File: src/rtl/mem_arb_pkg.sv
// Shared types and constants for the two-port unified memory arbiter.
package mem_arb_pkg;

  typedef enum logic [1:0] {
    IDLE   = 2'd0,
    ACCESS = 2'd1,
    RESP   = 2'd2
  } state_t;

  localparam logic [3:0] WE_WORD  = 4'hF;
  localparam logic [3:0] WE_BYTE0 = 4'h1;

  localparam logic CORE   = 1'b0;
  localparam logic LOADER = 1'b1;

endpackage

File: src/rtl/lane_align.sv
// Byte-lane steering between a latched request and the 32-bit memory bus.
module lane_align
  import mem_arb_pkg::*;
(
  input  logic [1:0]  byte_off,
  input  logic        byte_sel,
  input  logic        we,
  input  logic [31:0] wdata,
  input  logic [31:0] mem_rdata,
  output logic [3:0]  mem_we,
  output logic [31:0] mem_wdata,
  output logic [31:0] rdata
);

  logic [7:0] rd_lane;

  always_comb begin
    mem_we    = '0;
    mem_wdata = wdata;
    rdata     = mem_rdata;
    rd_lane   = mem_rdata[8*byte_off +: 8];
    if (byte_sel) begin
      // Byte stores replicate onto every lane; the strobe picks the target.
      mem_wdata = {4{wdata[7:0]}};
      rdata     = {24'b0, rd_lane};
    end
    if (we) begin
      mem_we = byte_sel ? (WE_BYTE0 << byte_off) : WE_WORD;
    end
  end

endmodule

File: src/rtl/mem_arbiter.sv
// Round-robin arbiter sharing one memory between the core (port 0) and the loader (port 1).
module mem_arbiter
  import mem_arb_pkg::*;
#(
  parameter int unsigned TIMEOUT    = 16,
  parameter bit          FIRST_PRIO = 1'b0
) (
  input  logic        clk,
  input  logic        rst,
  input  logic [1:0]  req,
  input  logic [1:0]  we,
  input  logic [1:0]  byte_sel,
  input  logic [31:0] addr0,
  input  logic [31:0] addr1,
  input  logic [31:0] wdata0,
  input  logic [31:0] wdata1,
  output logic [1:0]  ack,
  output logic        err,
  output logic [31:0] rdata,
  output logic        gnt_id,
  output logic        busy,
  output logic        mem_en,
  output logic [3:0]  mem_we,
  output logic [31:0] mem_addr,
  output logic [31:0] mem_wdata,
  input  logic [31:0] mem_rdata,
  input  logic        mem_ready
);

  localparam int unsigned CntW = $clog2(TIMEOUT);
  localparam logic [CntW-1:0] CntLast = CntW'(TIMEOUT - 1);

  state_t          state_q, state_d;
  logic            last_q, last_d;
  logic            gnt_q, gnt_d;
  logic            we_q, we_d;
  logic            byte_q, byte_d;
  logic [31:0]     addr_q, addr_d;
  logic [31:0]     wdata_q, wdata_d;
  logic [31:0]     rdata_q, rdata_d;
  logic            err_q, err_d;
  logic [CntW-1:0] cnt_q, cnt_d;
  logic            sel;
  logic [3:0]      lane_we;
  logic [31:0]     lane_rdata;

  lane_align u_lane_align (
    .byte_off  (addr_q[1:0]),
    .byte_sel  (byte_q),
    .we        (we_q),
    .wdata     (wdata_q),
    .mem_rdata (mem_rdata),
    .mem_we    (lane_we),
    .mem_wdata (mem_wdata),
    .rdata     (lane_rdata)
  );

  always_ff @(posedge clk or posedge rst) begin
    if (rst) begin
      state_q <= IDLE;
      last_q  <= ~FIRST_PRIO;
      gnt_q   <= 1'b0;
      we_q    <= 1'b0;
      byte_q  <= 1'b0;
      addr_q  <= '0;
      wdata_q <= '0;
      rdata_q <= '0;
      err_q   <= 1'b0;
      cnt_q   <= '0;
    end else begin
      state_q <= state_d;
      last_q  <= last_d;
      gnt_q   <= gnt_d;
      we_q    <= we_d;
      byte_q  <= byte_d;
      addr_q  <= addr_d;
      wdata_q <= wdata_d;
      rdata_q <= rdata_d;
      err_q   <= err_d;
      cnt_q   <= cnt_d;
    end
  end

  always_comb begin
    state_d = state_q;
    last_d  = last_q;
    gnt_d   = gnt_q;
    we_d    = we_q;
    byte_d  = byte_q;
    addr_d  = addr_q;
    wdata_d = wdata_q;
    rdata_d = rdata_q;
    err_d   = err_q;
    cnt_d   = cnt_q;
    // On contention the port that did not win last time goes first.
    sel     = (req == 2'b11) ? ~last_q : (req[CORE] ? CORE : LOADER);
    unique case (state_q)
      IDLE: begin
        if (req != 2'b00) begin
          gnt_d   = sel;
          last_d  = sel;
          we_d    = we[sel];
          byte_d  = byte_sel[sel];
          addr_d  = sel ? addr1 : addr0;
          wdata_d = sel ? wdata1 : wdata0;
          cnt_d   = '0;
          if (!byte_sel[sel] && (addr_d[1:0] != 2'b00)) begin
            state_d = RESP;
            err_d   = 1'b1;
            rdata_d = '0;
          end else begin
            state_d = ACCESS;
            err_d   = 1'b0;
          end
        end
      end
      ACCESS: begin
        cnt_d = cnt_q + 1'b1;
        if (mem_ready) begin
          state_d = RESP;
          err_d   = 1'b0;
          rdata_d = we_q ? '0 : lane_rdata;
        end else if (cnt_q == CntLast) begin
          state_d = RESP;
          err_d   = 1'b1;
          rdata_d = '0;
        end
      end
      RESP: begin
        state_d = IDLE;
        cnt_d   = '0;
      end
      default: state_d = IDLE;
    endcase
  end

  always_comb begin
    ack = '0;
    if (state_q == RESP) ack[gnt_q] = 1'b1;
  end

  assign busy     = (state_q != IDLE);
  assign mem_en   = (state_q == ACCESS);
  assign err      = (state_q == RESP) && err_q;
  assign rdata    = rdata_q;
  assign gnt_id   = gnt_q;
  assign mem_addr = {addr_q[31:2], 2'b00};
  assign mem_we   = mem_en ? lane_we : 4'b0000;

endmodule

File: config.mk
export PLATFORM = sky130hd
export DESIGN_NAME = mem_arbiter
export DESIGN_NICKNAME = d
export VERILOG_FILES = /design/src/rtl/mem_arb_pkg.sv /design/src/rtl/lane_align.sv /design/src/rtl/mem_arbiter.sv
export SDC_FILE = /design/constraint.sdc
export NUM_CORES = 1
export LEC_CHECK = 0
export CORE_MARGIN = 2
export CORE_UTILIZATION = 41
export CTS_CLUSTER_DIAMETER = 100
export DETAILED_ROUTE_END_ITERATION = 7
export PLACE_DENSITY_LB_ADDON = 0.08
export SLEW_MARGIN = 20
export SYNTH_ARGS = -nofsm -noshare
export SYNTH_HDL_FRONTEND = slang
export SYNTH_SLANG_ARGS = --single-unit
File: constraint.sdc
create_clock -name clk -period 4.8 [get_ports clk]
set_clock_uncertainty 0.15 [all_clocks]
set_input_delay 1.44 -clock clk [delete_from_list [all_inputs] [get_ports clk]]
set_output_delay 1.44 -clock clk [all_outputs]
set_load 0.01 [all_outputs]
==> impl_metrics.tcl <==
set metrics [dict create \
    outcome "completed" \
    antenna_found_initial 0 \
    synth-seq-area-share_pct 47.3 \
    fin_setup_tns_ps 0 \
    io_buffers 272 \
    grt_pass1_vias 4831 \
    clk_pin_slew_ps 70 \
    clkPwrFrac_pct 16.4 \
    worstMarginPinSlew_ps 822 \
    required_ps 3210 \
    cts_sinks 107 \
    postRouteAntennaNets 0 \
    min_path_type "reg -> reg" \
    p_leak_nw 3.81 \
    drt_iter0_markers 214 \
    post_cts_buffers 0 \
    seqCellArea_um2 2680 \
    p_int_mw 3.02 \
    synth.most_common_cell "dfrtp_1" \
    grt-ovfl-total 0 \
    ys_types 42 \
    switching_share_pct 36.8 \
    post-route-period-util_pct 84.8 \
    io_pins 275 \
    max_cap_viol_count 0 \
    dp_hpwl_um 12100 \
    syn-cell-area_um2 5660 \
    vias 4764 \
    async_flop_share_pct 100 \
    powerDensity_nw_per_um2 562 \
    critical_path_class "reg -> out" \
    power.share.combinational_pct 50.1 \
    cts_tree "done" \
    critPathCaptureType "output port" \
    dr.pass1.iters 4 \
    fp.dieArea_um2 14800 \
    cts_root_buf "clkbuf_16" \
    synth.largest_area_cell "dfrtp_1" \
    finalSetupViolCount 0 \
    ir_drop_uv 263 \
    avgSynthCellArea_um2 10.0 \
    gp_congestion 0.787 \
    slew_headroom_pct 45.2 \
    fillers 1116 \
    setup_slack_ps 729 \
    via_per_inst 4.97 \
    numCtsBuffers 9 \
    chipWidth_um 122 \
    wl_per_cell_um 16.6 \
    switching_power_mw 1.75 \
    ctsHoldBuffers 0 \
    initial_core_util_pct 42.4 \
    core_area_um2 13300 \
    slew_violations 0 \
    rsz0062_at_grt "no" \
    grt_pass1_wl_um 24800 \
    wl_um 15900 \
    final_layout_size_suffix_gt1_share_pct 5.24 \
    synth.ff_latch_count 107 \
    grt_max_degree 136 \
    fmax_mhz 246 \
    power_mw 4.77 \
    ys.flop_type "dfrtp_1" \
    pwr-share-seq_pct 33.6 \
    final_hold_viol_count 0 \
    fp.dieH_um 122 \
    cts_max_level 3 \
    clk_latency_ps 350 \
    period_needed_ps 4070 \
    clock_path_buffers 2 \
    postCtsResizedCells 0 \
    start_kind "register" \
    rows 42 \
    whs_ps 331 \
    syn_inst 566 \
    synth_top_area_share_pct 46.9 \
    post-place-ws_ps 956 \
    ys_top_cells_by_count "106 x dfrtp_1, 83 x o21ai_0, 79 x nand2_1" \
    drc 0 \
    nets 948 \
    ys_warn_count 0 \
    yosys-top-cells-area "dfrtp_1 47%, mux2i_1 13%, o21ai_0 7.3%" \
    num_antenna_cells 0 \
    synth_edf_count 0 \
    arrival_ps 2480 \
    cp_max_fo 13 \
    multi_input_area_um2 2310 \
    synthToLayoutAreaGrowth_pct 50.0 \
    grt_usage_pct 21.7 \
]
-- cell type report --
type,count,area share (%)
Clock buffer,11,2.98
Clock inverter,5,0.708
Inverter,41,1.84
Multi-Input combinational cell,340,27.2
Sequential cell,107,31.6
Tap cell,176,2.59
Timing Repair Buffer,279,33.1
-- worst paths after layout --
check	from	to	slack [ps]	cells past startpoint
setup reg to reg	state_q[0]	rdata[9]	2580	5
setup / recovery	addr_q[0]	mem_we[1]	730	4
hold reg to reg	wdata_q[29]	wdata_q[29]	330	2
hold / removal	wdata_q[29]	wdata_q[29]	330	2
min in group asynchronous	rst	wdata_q[2]	1440	2
max in group asynchronous	rst	wdata_q[14]	2320	3
-- cell families (layout without fill, tap and decap cells) --
group / Yosys count / after routing / synth area share, %
compound gates: 157 / 157 / 18.3
fa+ha+maj: 1 / 1 / 0.221
buf+inv: 120 / 336 / 12.1
flops: 107 / 107 / 47.3
mux: 77 / 77 / 13.7
other cells: 1 / 2 / 0.0662
simple gates: 103 / 103 / 8.27
-- cells in the final DEF (no fill, tap or decap), types with 3 or more instances in the layout --
master	netlist	final
buf_12	0	3
o21ai_1	18	18
o2bb2ai_1	8	8
mux2i_1	75	75
a22o_1	19	19
a21oi_1	7	7
clkbuf_16	0	9
dfrtp_1	106	106
a32o_1	8	8
o21ai_0	83	83
nor2_1	5	5
nor3_1	3	3
buf_4	48	4
a22o_2	3	3
inv_1	41	40
nand2_1	79	79
clkdlybuf4s50_1	0	272
-- worst max-delay path, cell delays in order, from the launching register on --
cell and delay [ps]:
dfrtp_1 690, nor2b_1 570, inv_1 90, a21oi_1 220, clkdlybuf4s50_1 570
-- state kept, by name, indices dropped and copies added, names as in the netlist --
signal and cells:
wdata_q 32, we_q 1, gnt_id 1, err_q 1, addr_q 32, rdata 32, state_q 2, byte_q 1
last_q 1, cnt_q 4
-- stage by stage --
| stage | cells | cell area [µm²] | util (%) |
|---|---|---|---|
| 2_1_floorplan | 567 | 5660 | - |
| 3_3_place_gp | 943 | 8180 | 61.2 |
| 3_5_place_dp | 943 | 8180 | 61.2 |
| 4_1_cts | 959 | 8490 | 63.6 |
| 5_1_grt | 959 | 8490 | 63.6 |
| 6_report | 959 | 8490 | 63.6 |
-- power by group through the flow --
stage / clock network (mW) / registers [mW] / logic [mW]
detailed placement: 0 / 1.62 / 2.42
finish: 0.780 / 1.60 / 2.39
CTS: 0.798 / 1.61 / 2.43
floorplan: 0 / 1.55 / 1.45
global placement: 0 / 1.60 / 2.38
global route: 0.832 / 1.66 / 2.61
-- per-layer routing --
layer | up-vias | track usage (%) | wire length [µm]
met1 | 2251 | 25.7 | 6350
met4 | 0 | 7.76 | 282
met3 | 20 | 5.92 | 1220
met2 | 170 | 38.0 | 8090
li1 | 2323 | - | -
met5 | - | 0 | 0
Power figures use the tool's default switching activity.
